**config.mk**
```make
export PLATFORM = sky130hd
export DESIGN_NAME = nn_result_unloader
export DESIGN_NICKNAME = d
export VERILOG_FILES = /design/src/rtl/nn_result_unloader.sv
export SDC_FILE = /design/constraint.sdc
export NUM_CORES = 1
export LEC_CHECK = 0
export BUFFER_PORTS_ARGS = -buffer_cell sky130_fd_sc_hd__buf_2
export CAP_MARGIN = 30
export CORE_UTILIZATION = 30
export CTS_CLUSTER_DIAMETER = 80
export DETAILED_ROUTE_END_ITERATION = 16
export PLACE_DENSITY_LB_ADDON = 0.12
export SLEW_MARGIN = 40
export SYNTH_ARGS = -nofsm -noshare
export SYNTH_HDL_FRONTEND = slang
export SYNTH_SLANG_ARGS = --single-unit
```
**constraint.sdc**
```tcl
create_clock -name clk -period 17.7 [get_ports clk]
set_input_delay 3.54 -clock clk [delete_from_list [all_inputs] [get_ports clk]]
set_output_delay 3.54 -clock clk [all_outputs]
set_load 0.005 [all_outputs]
```
**src/rtl/nn_result_unloader.sv**
```systemverilog
// Snapshots ten accelerator class scores on a rising acc_ready, streams them one per beat over
// valid/ready and reports the argmax. Define SIGNED_SCORES_EN for a two's-complement argmax compare.
module nn_result_unloader #(
  parameter int unsigned DATA_W = 32,
  parameter int unsigned IDX_W  = 4
) (
  input  logic              clk,
  input  logic              reset,
  input  logic              acc_ready,
  input  logic [DATA_W-1:0] result0,
  input  logic [DATA_W-1:0] result1,
  input  logic [DATA_W-1:0] result2,
  input  logic [DATA_W-1:0] result3,
  input  logic [DATA_W-1:0] result4,
  input  logic [DATA_W-1:0] result5,
  input  logic [DATA_W-1:0] result6,
  input  logic [DATA_W-1:0] result7,
  input  logic [DATA_W-1:0] result8,
  input  logic [DATA_W-1:0] result9,
  output logic              out_valid,
  input  logic              out_ready,
  output logic [DATA_W-1:0] out_data,
  output logic [IDX_W-1:0]  out_idx,
  output logic              out_last,
  output logic              class_valid,
  output logic [IDX_W-1:0]  class_idx,
  output logic [DATA_W-1:0] best_score,
  input  logic              class_ack,
  output logic              busy,
  output logic              overrun
);

  localparam int NumClasses = 10;
  localparam logic [IDX_W-1:0] LastIdx = IDX_W'(NumClasses - 1);

  typedef enum logic [1:0] {StIdle, StScan, StDone} state_e;

  state_e            state_q, state_d;
  logic              acc_ready_q;
  logic [IDX_W-1:0]  idx_q, idx_d;
  logic [DATA_W-1:0] best_q, best_d;
  logic [IDX_W-1:0]  cls_q, cls_d;
  logic              overrun_q, overrun_d;
  logic [DATA_W-1:0] snap_q [NumClasses];
  logic [DATA_W-1:0] res [NumClasses];
  logic [DATA_W-1:0] cur;
  logic              acc_rise;
  logic              capture;
  logic              better;

  assign res[0] = result0;
  assign res[1] = result1;
  assign res[2] = result2;
  assign res[3] = result3;
  assign res[4] = result4;
  assign res[5] = result5;
  assign res[6] = result6;
  assign res[7] = result7;
  assign res[8] = result8;
  assign res[9] = result9;

  assign acc_rise = acc_ready & ~acc_ready_q;

  always_comb begin
    cur = '0;
    for (int i = 0; i < NumClasses; i++) begin
      if (idx_q == IDX_W'(i)) cur = snap_q[i];
    end
  end

`ifdef SIGNED_SCORES_EN
  assign better = $signed(cur) > $signed(best_q);
`else
  assign better = cur > best_q;
`endif

  always_comb begin
    state_d   = state_q;
    idx_d     = idx_q;
    best_d    = best_q;
    cls_d     = cls_q;
    overrun_d = overrun_q;
    capture   = 1'b0;
    unique case (state_q)
      StIdle: begin
        if (acc_rise) begin
          capture = 1'b1;
          idx_d   = '0;
          best_d  = '0;
          cls_d   = '0;
          state_d = StScan;
        end
      end
      StScan: begin
        if (acc_rise) overrun_d = 1'b1;
        if (out_ready) begin
          // Strict '>' keeps the lowest index on ties.
          if (idx_q == '0 || better) begin
            best_d = cur;
            cls_d  = idx_q;
          end
          idx_d = idx_q + IDX_W'(1);
          if (idx_q == LastIdx) state_d = StDone;
        end
      end
      StDone: begin
        if (acc_rise) overrun_d = 1'b1;
        if (class_ack) state_d = StIdle;
      end
      default: state_d = StIdle;
    endcase
  end

  always_ff @(posedge clk) begin
    if (!reset) begin
      state_q     <= StIdle;
      acc_ready_q <= 1'b0;
      idx_q       <= '0;
      best_q      <= '0;
      cls_q       <= '0;
      overrun_q   <= 1'b0;
    end else begin
      state_q     <= state_d;
      acc_ready_q <= acc_ready;
      idx_q       <= idx_d;
      best_q      <= best_d;
      cls_q       <= cls_d;
      overrun_q   <= overrun_d;
    end
  end

  // Snapshot only matters while streaming, so it carries no reset.
  always_ff @(posedge clk) begin
    if (capture) begin
      for (int i = 0; i < NumClasses; i++) snap_q[i] <= res[i];
    end
  end

  assign out_valid   = (state_q == StScan);
  assign out_data    = out_valid ? cur : '0;
  assign out_idx     = out_valid ? idx_q : '0;
  assign out_last    = out_valid && (idx_q == LastIdx);
  assign class_valid = (state_q == StDone);
  assign class_idx   = cls_q;
  assign best_score  = best_q;
  assign busy        = (state_q != StIdle);
  assign overrun     = overrun_q;

endmodule
```
* Yosys cells after proc, flatten, opt, wreduce, memory -nomap -nowiden
Memories as Yosys holds them, arrays and structs flattened.
Cells that the tools add are included.
** Storage, ports and cells
- RAM bits :: 320
- Register bits after elaboration :: 44
- Output and inout port bits :: 77
- ROM bits :: 0
- Input port bits :: 325
- Memories kept :: 1
- Bits in latches :: 0
- Word-level logic and storage cells :: 69
** Memory list
- snap_q :: depth 10, width 32, read ports 10, clocked after Yosys merged registers in 0, write ports 10, RTL line 44 : logic [DATA_W-1:0] snap_q [NumClasses];
** Cells by class
- Add/sub/neg operators :: 1
- Equal/unequal tests :: 16
- Reduce and logical (&&, ||, !) cells :: 11
- Multipliers :: 0
- Mux-type cells :: 31
- Divide/modulo/power cells :: 0
- Order comparisons :: 1
- Shifts and indexed selects :: 0
- Bitwise logic cells :: 2
** Operator list (number)
- two-way mux 32 bit :: 14
- one-hot mux 32 bit (2 select lines) :: 1
- > comparator 32 bit :: 1
- two-way mux 4 bit :: 5
- equality test 4 x 3 -> 1 bit, second input constant :: 4
- one-hot mux 4 bit (2 select lines) :: 2
- equality test 4 x 2 -> 1 bit, second input constant :: 2
- equality test 4 bit, second input constant :: 2
- two-way mux 2 bit :: 4
- != test 2 x 1 -> 1 bit, second input constant :: 4
- AND reduction 4 bit :: 2
- one-hot mux 2 bit (3 select lines) :: 1
- adder 4 x 1 -> 4 bit, second input constant :: 1
- equality test 4 x 1 -> 1 bit, second input constant :: 1
- zero test 4 bit :: 1
- two-way mux 1 bit :: 4
- nonzero test 2 bit :: 2
- AND reduction 3 bit :: 1
- equality test 2 x 1 -> 1 bit, second input constant :: 1
- equality test 2 bit, second input constant :: 1
- zero test 2 bit :: 1
- != test 2 bit, second input constant :: 1
- AND reduction 2 bit :: 1
- OR reduction 2 bit :: 1
- 4 further kinds :: 4

* Longest topological paths before layout
- Word-level depth :: 16
- Mapped depth :: 19
- Mapped depth without buffers :: 14

* Worst setup path after synthesis
No wires, ideal clock.
- Kind :: in2reg
- Start :: input acc_ready
- End :: memory snap_q[0][0] (enable)
- Path slack :: -0.178 ns
- Arrival :: 16.871 ns
- Library setup time :: 1.007 ns
- Cell stages on the path :: 2
- Buffers on the path :: 0
- Required time :: 16.693 ns
- Cell sequence :: nand2b_1 -> nor2_1
** RTL lines
- from (decl) :: RTL line 9 : input logic acc_ready,
- to (decl) :: RTL line 44

* Worst setup path in the final report
- Start :: register idx_q[1]
- End :: output out_data[7]
** On the way
- Word-level cells in the longest chain between the ends :: 12
- Elaborated cells between the ends (all ways) :: 21
- Classes of those cells :: eq/ne (9); mux (11); reduce/logical (1)
** Ends and longest elaborated chain
- from (decl) :: RTL line 40 : logic [IDX_W-1:0] idx_q, idx_d;
- from (signal assigned) :: RTL line 125 : idx_q <= idx_d;
- zero test 4 bit :: RTL line 67 : if (idx_q == IDX_W'(i)) cur = snap_q[i];
- two-way mux 32 bit (9 in series) :: RTL line 67
- two-way mux 32 bit (*) :: RTL line 67
- two-way mux 32 bit (*) :: RTL line 140 : assign out_data = out_valid ? cur : '0;
- to (decl) :: RTL line 22 : output logic [DATA_W-1:0] out_data,
Mark *: on every way between the ends. The rest lies on a longest branch, timed or not.

==> reports/metrics.yaml <==
status: "finished clean"
fmax_ghz: 0.130
whs_path_depth: 2
track_usage_pct: 20.6
dieArea_um2: 55900
final_hold_viol_count: 0
grt_setup_unrepaired: "false"
path_clk_slew_ns: 0.06
cp.required_ns: 14.16
initial_utilization_pct: 30.5
grt_start_max_net_pins: 89
cts_buffers: 43
cts_buffer_depth: 3
fin_tns_setup_ns: 0
port_buffers: 401
multi_input_area_um2: 5480
rr_startpoint: "idx_q[1]$_SDFFE_PN0P_"
postRouteAntennaNets: 0
ios: 402
relSlewSlack_pct: 41.3
fin_crit_sh_pct: 43.5
syn_nets: 1673
synth-async-reset-ratio_pct: 0
ys.flop_type: "edfxtp_1"
cts_max_level: 2
cp-start-kind: "flop"
slowest_stage: "ha_4"
final_nets: 2044
fin_crit_ns: 7.69
synth_top_family_by_area: "compound AO/OA/AOI/OAI gates"
fp-row-count: 85
die_w_um: 237
setup_viol_count_final: 0
ys_ff_latch: 364
r2r_cells: 15
synth_fa_ha_area_share_pct: 2.96
crit_path_cell_trace: "inv_1 -> ha_4 -> buf_4 -> inv_2 -> nor2_1 -> a221oi_1 -> o22ai_1 -> and2_1 -> buf_2"
antenna_found_initial: 8
fin_skew_ns: 0.0268
switching_share_pct: 31.2
combPwrFrac_pct: 25.2
grt_overflow_total: 0
final_util_pct: 38.4
p_per_area_nw_per_um2: 136
avgSynthCellArea_um2: 12.6
path_max_fanout: 61
min_from: "class_idx[2]$_SDFFE_PN0P_"
synthSimpleGateAreaFrac_pct: 11.6
cts_root_buf: "clkbuf_16"
min_to: "class_idx[2]$_SDFFE_PN0P_"
p_seq_share_pct: 41.4
critical_path_class: "reg2out"
area_growth_pct: 25.9
hold_path_class: "reg2reg"
clock_latency_ns: 0.59
coreArea_um2: 54000
drt_iter0_markers: 725
p_int_mw: 1.95
r2r_end: "best_score[9]$_SDFFE_PN0P_"
p_switching_mw: 0.882
synth_cells: 1309
fillers: 5313
seq_area_um2: 10500
fp.dieH_um: 237
synth-edff-count: 320
yosysSeqAreaShare_pct: 63.6
drive_above_1_share_pct: 31.4
synthDistinctLibCells: 60
synth.area.mux_share_pct: 2.18
yosysWarnings: 0
wl_per_cell_um: 24.2
place_hpwl_um: 43000
vdd_drop_max_v: 0.0000862
synth-xor-area-share_pct: 0.0531
synth-compound-area-share_pct: 15.9
critical-path-max-stage-delay_ns: 0.60
remaining_drc_errors: 0
p_leak_nw: 7.69
tightestPinTransition_ns: 0.875
cts.sinks: 364
ctsHoldBuffers: 0
ff2ff_setup_slack_ns: 12.44
critPathLaunch: "idx_q[1]$_SDFFE_PN0P_"
clockPowerShare_pct: 33.4
layout_common_cells: "401 x buf_2, 320 x edfxtp_1, 125 x a21oi_1"
num_vias: 12300
grt_pass1_vias: 12400
critPathArrivalTime_ns: 4.15
via_per_inst: 5.09
layout_commonest_cell: "buf_2"
cts_tree: "built"
drt-pass1-iter-count: 5
end_kind: "primary output"
place.gp.congestion: 0.901
post-cts-setup-buffers: 0
maxCapViolCount: 0
cts_resized: 0
netlist_area_um2: 16500
final-max-slew-violation-count: 0
grt_pass1_wl_um: 83400
wl_um: 58500
worst max-delay path, delay by kind of cell, from the launching register on:
kind                     cells  cell delay (ns)
adder cells (fa/ha/maj)      1             0.60
flip-flops                   1             0.37
AND/OR/NAND/NOR              2             0.75
buffers and inverters        4             1.20
AO/OA/AOI/OAI                2             0.60
worst max path at each step:
stage | to
finish | out_data[7]
global route | out_data[17]
CTS | out_data[7]
detailed placement | out_data[7]
global placement | out_data[2]
floorplan | snap_q[0][0]$_DFFE_PP_
registers in the layout (all words and copies together) (netlist names):
register,flops
acc_ready_q,1
best_score,32
class_idx,4
idx_q,4
overrun,1
snap_q,320
state_q,2
cell usage after synthesis, types with 11 or more instances:
cell	number	area share, %
o22ai_1	39	1.5
a211oi_2	19	1.4
nand2_1	77	1.8
ha_1	39	3.0
buf_2	25	0.76
a21o_1	11	0.50
o22a_1	23	1.2
dfxtp_1	44	5.3
clkbuf_1	55	1.3
o31ai_1	24	1.1
o21ai_0	30	0.91
edfxtp_1	320	58
mux2i_1	36	2.2
and2_1	33	1.3
a211oi_1	35	1.6
o21a_1	26	1.2
nand3b_1	62	2.8
inv_1	48	1.1
a21oi_1	125	3.8
nor2b_1	51	1.9
nor2_1	58	1.3
nor3_1	26	0.79
cell type report:
type,instances,area share (%)
antenna,4,0.0482
clock buffer,50,5.41
clock inverter,30,1.83
inverter,49,0.885
multi-input combinational,801,26.4
sequential,364,50.5
tap,696,4.19
timing repair buffer,421,10.7
power groups by stage:
| stage | sequential (mW) | clock, mW | combinational (mW) |
|---|---|---|---|
| after CTS | 1.17 | 0.973 | 0.720 |
| after floorplan | 1.21 | 0 | 0.430 |
| after global routing | 1.18 | 0.999 | 0.773 |
| final | 1.17 | 0.946 | 0.713 |
| after global placement | 1.19 | 0 | 0.706 |
| after detailed placement | 1.19 | 0 | 0.718 |
metrics by stage:
step | cell area [um^2] | hold WS [ns] | std cells | total power, mW | setup WS (ns)
2_1_floorplan | 16500 | 0.451 | 1309 | 1.64 | 5.25
3_3_place_gp | 19100 | 0.441 | 2327 | 1.90 | 10.48
3_5_place_dp | 19300 | 0.444 | 2331 | 1.91 | 10.56
4_1_cts | 20800 | 0.460 | 2411 | 2.86 | 9.95
5_1_grt | 20800 | 0.485 | 2414 | 2.95 | 9.82
6_report | 20800 | 0.457 | 2415 | 2.83 | 10.01
per-layer routing:
layer	vias up	track usage (%)	part of all wire, %	wire length [um]
met4	8	6.30	2.3	1360
met2	445	32.7	46	26800
met1	6047	28.0	45	26300
met3	75	4.70	6.8	3990
li1	5723	-	-	-
met5	-	0	0.084	49
cells by family (layout without fill, tap and decap cells):
group / after synthesis / after routing
and+or+nand+nor: 346 / 346
AOI/OAI and AO/OA: 379 / 379
DFF: 364 / 364
xor gates and xnor gates: 1 / 1
muxes: 36 / 36
adders and majority gates: 39 / 39
buffers and inverters: 144 / 550
other: 0 / 4
Note: power is estimated with default switching activity, not from simulation.
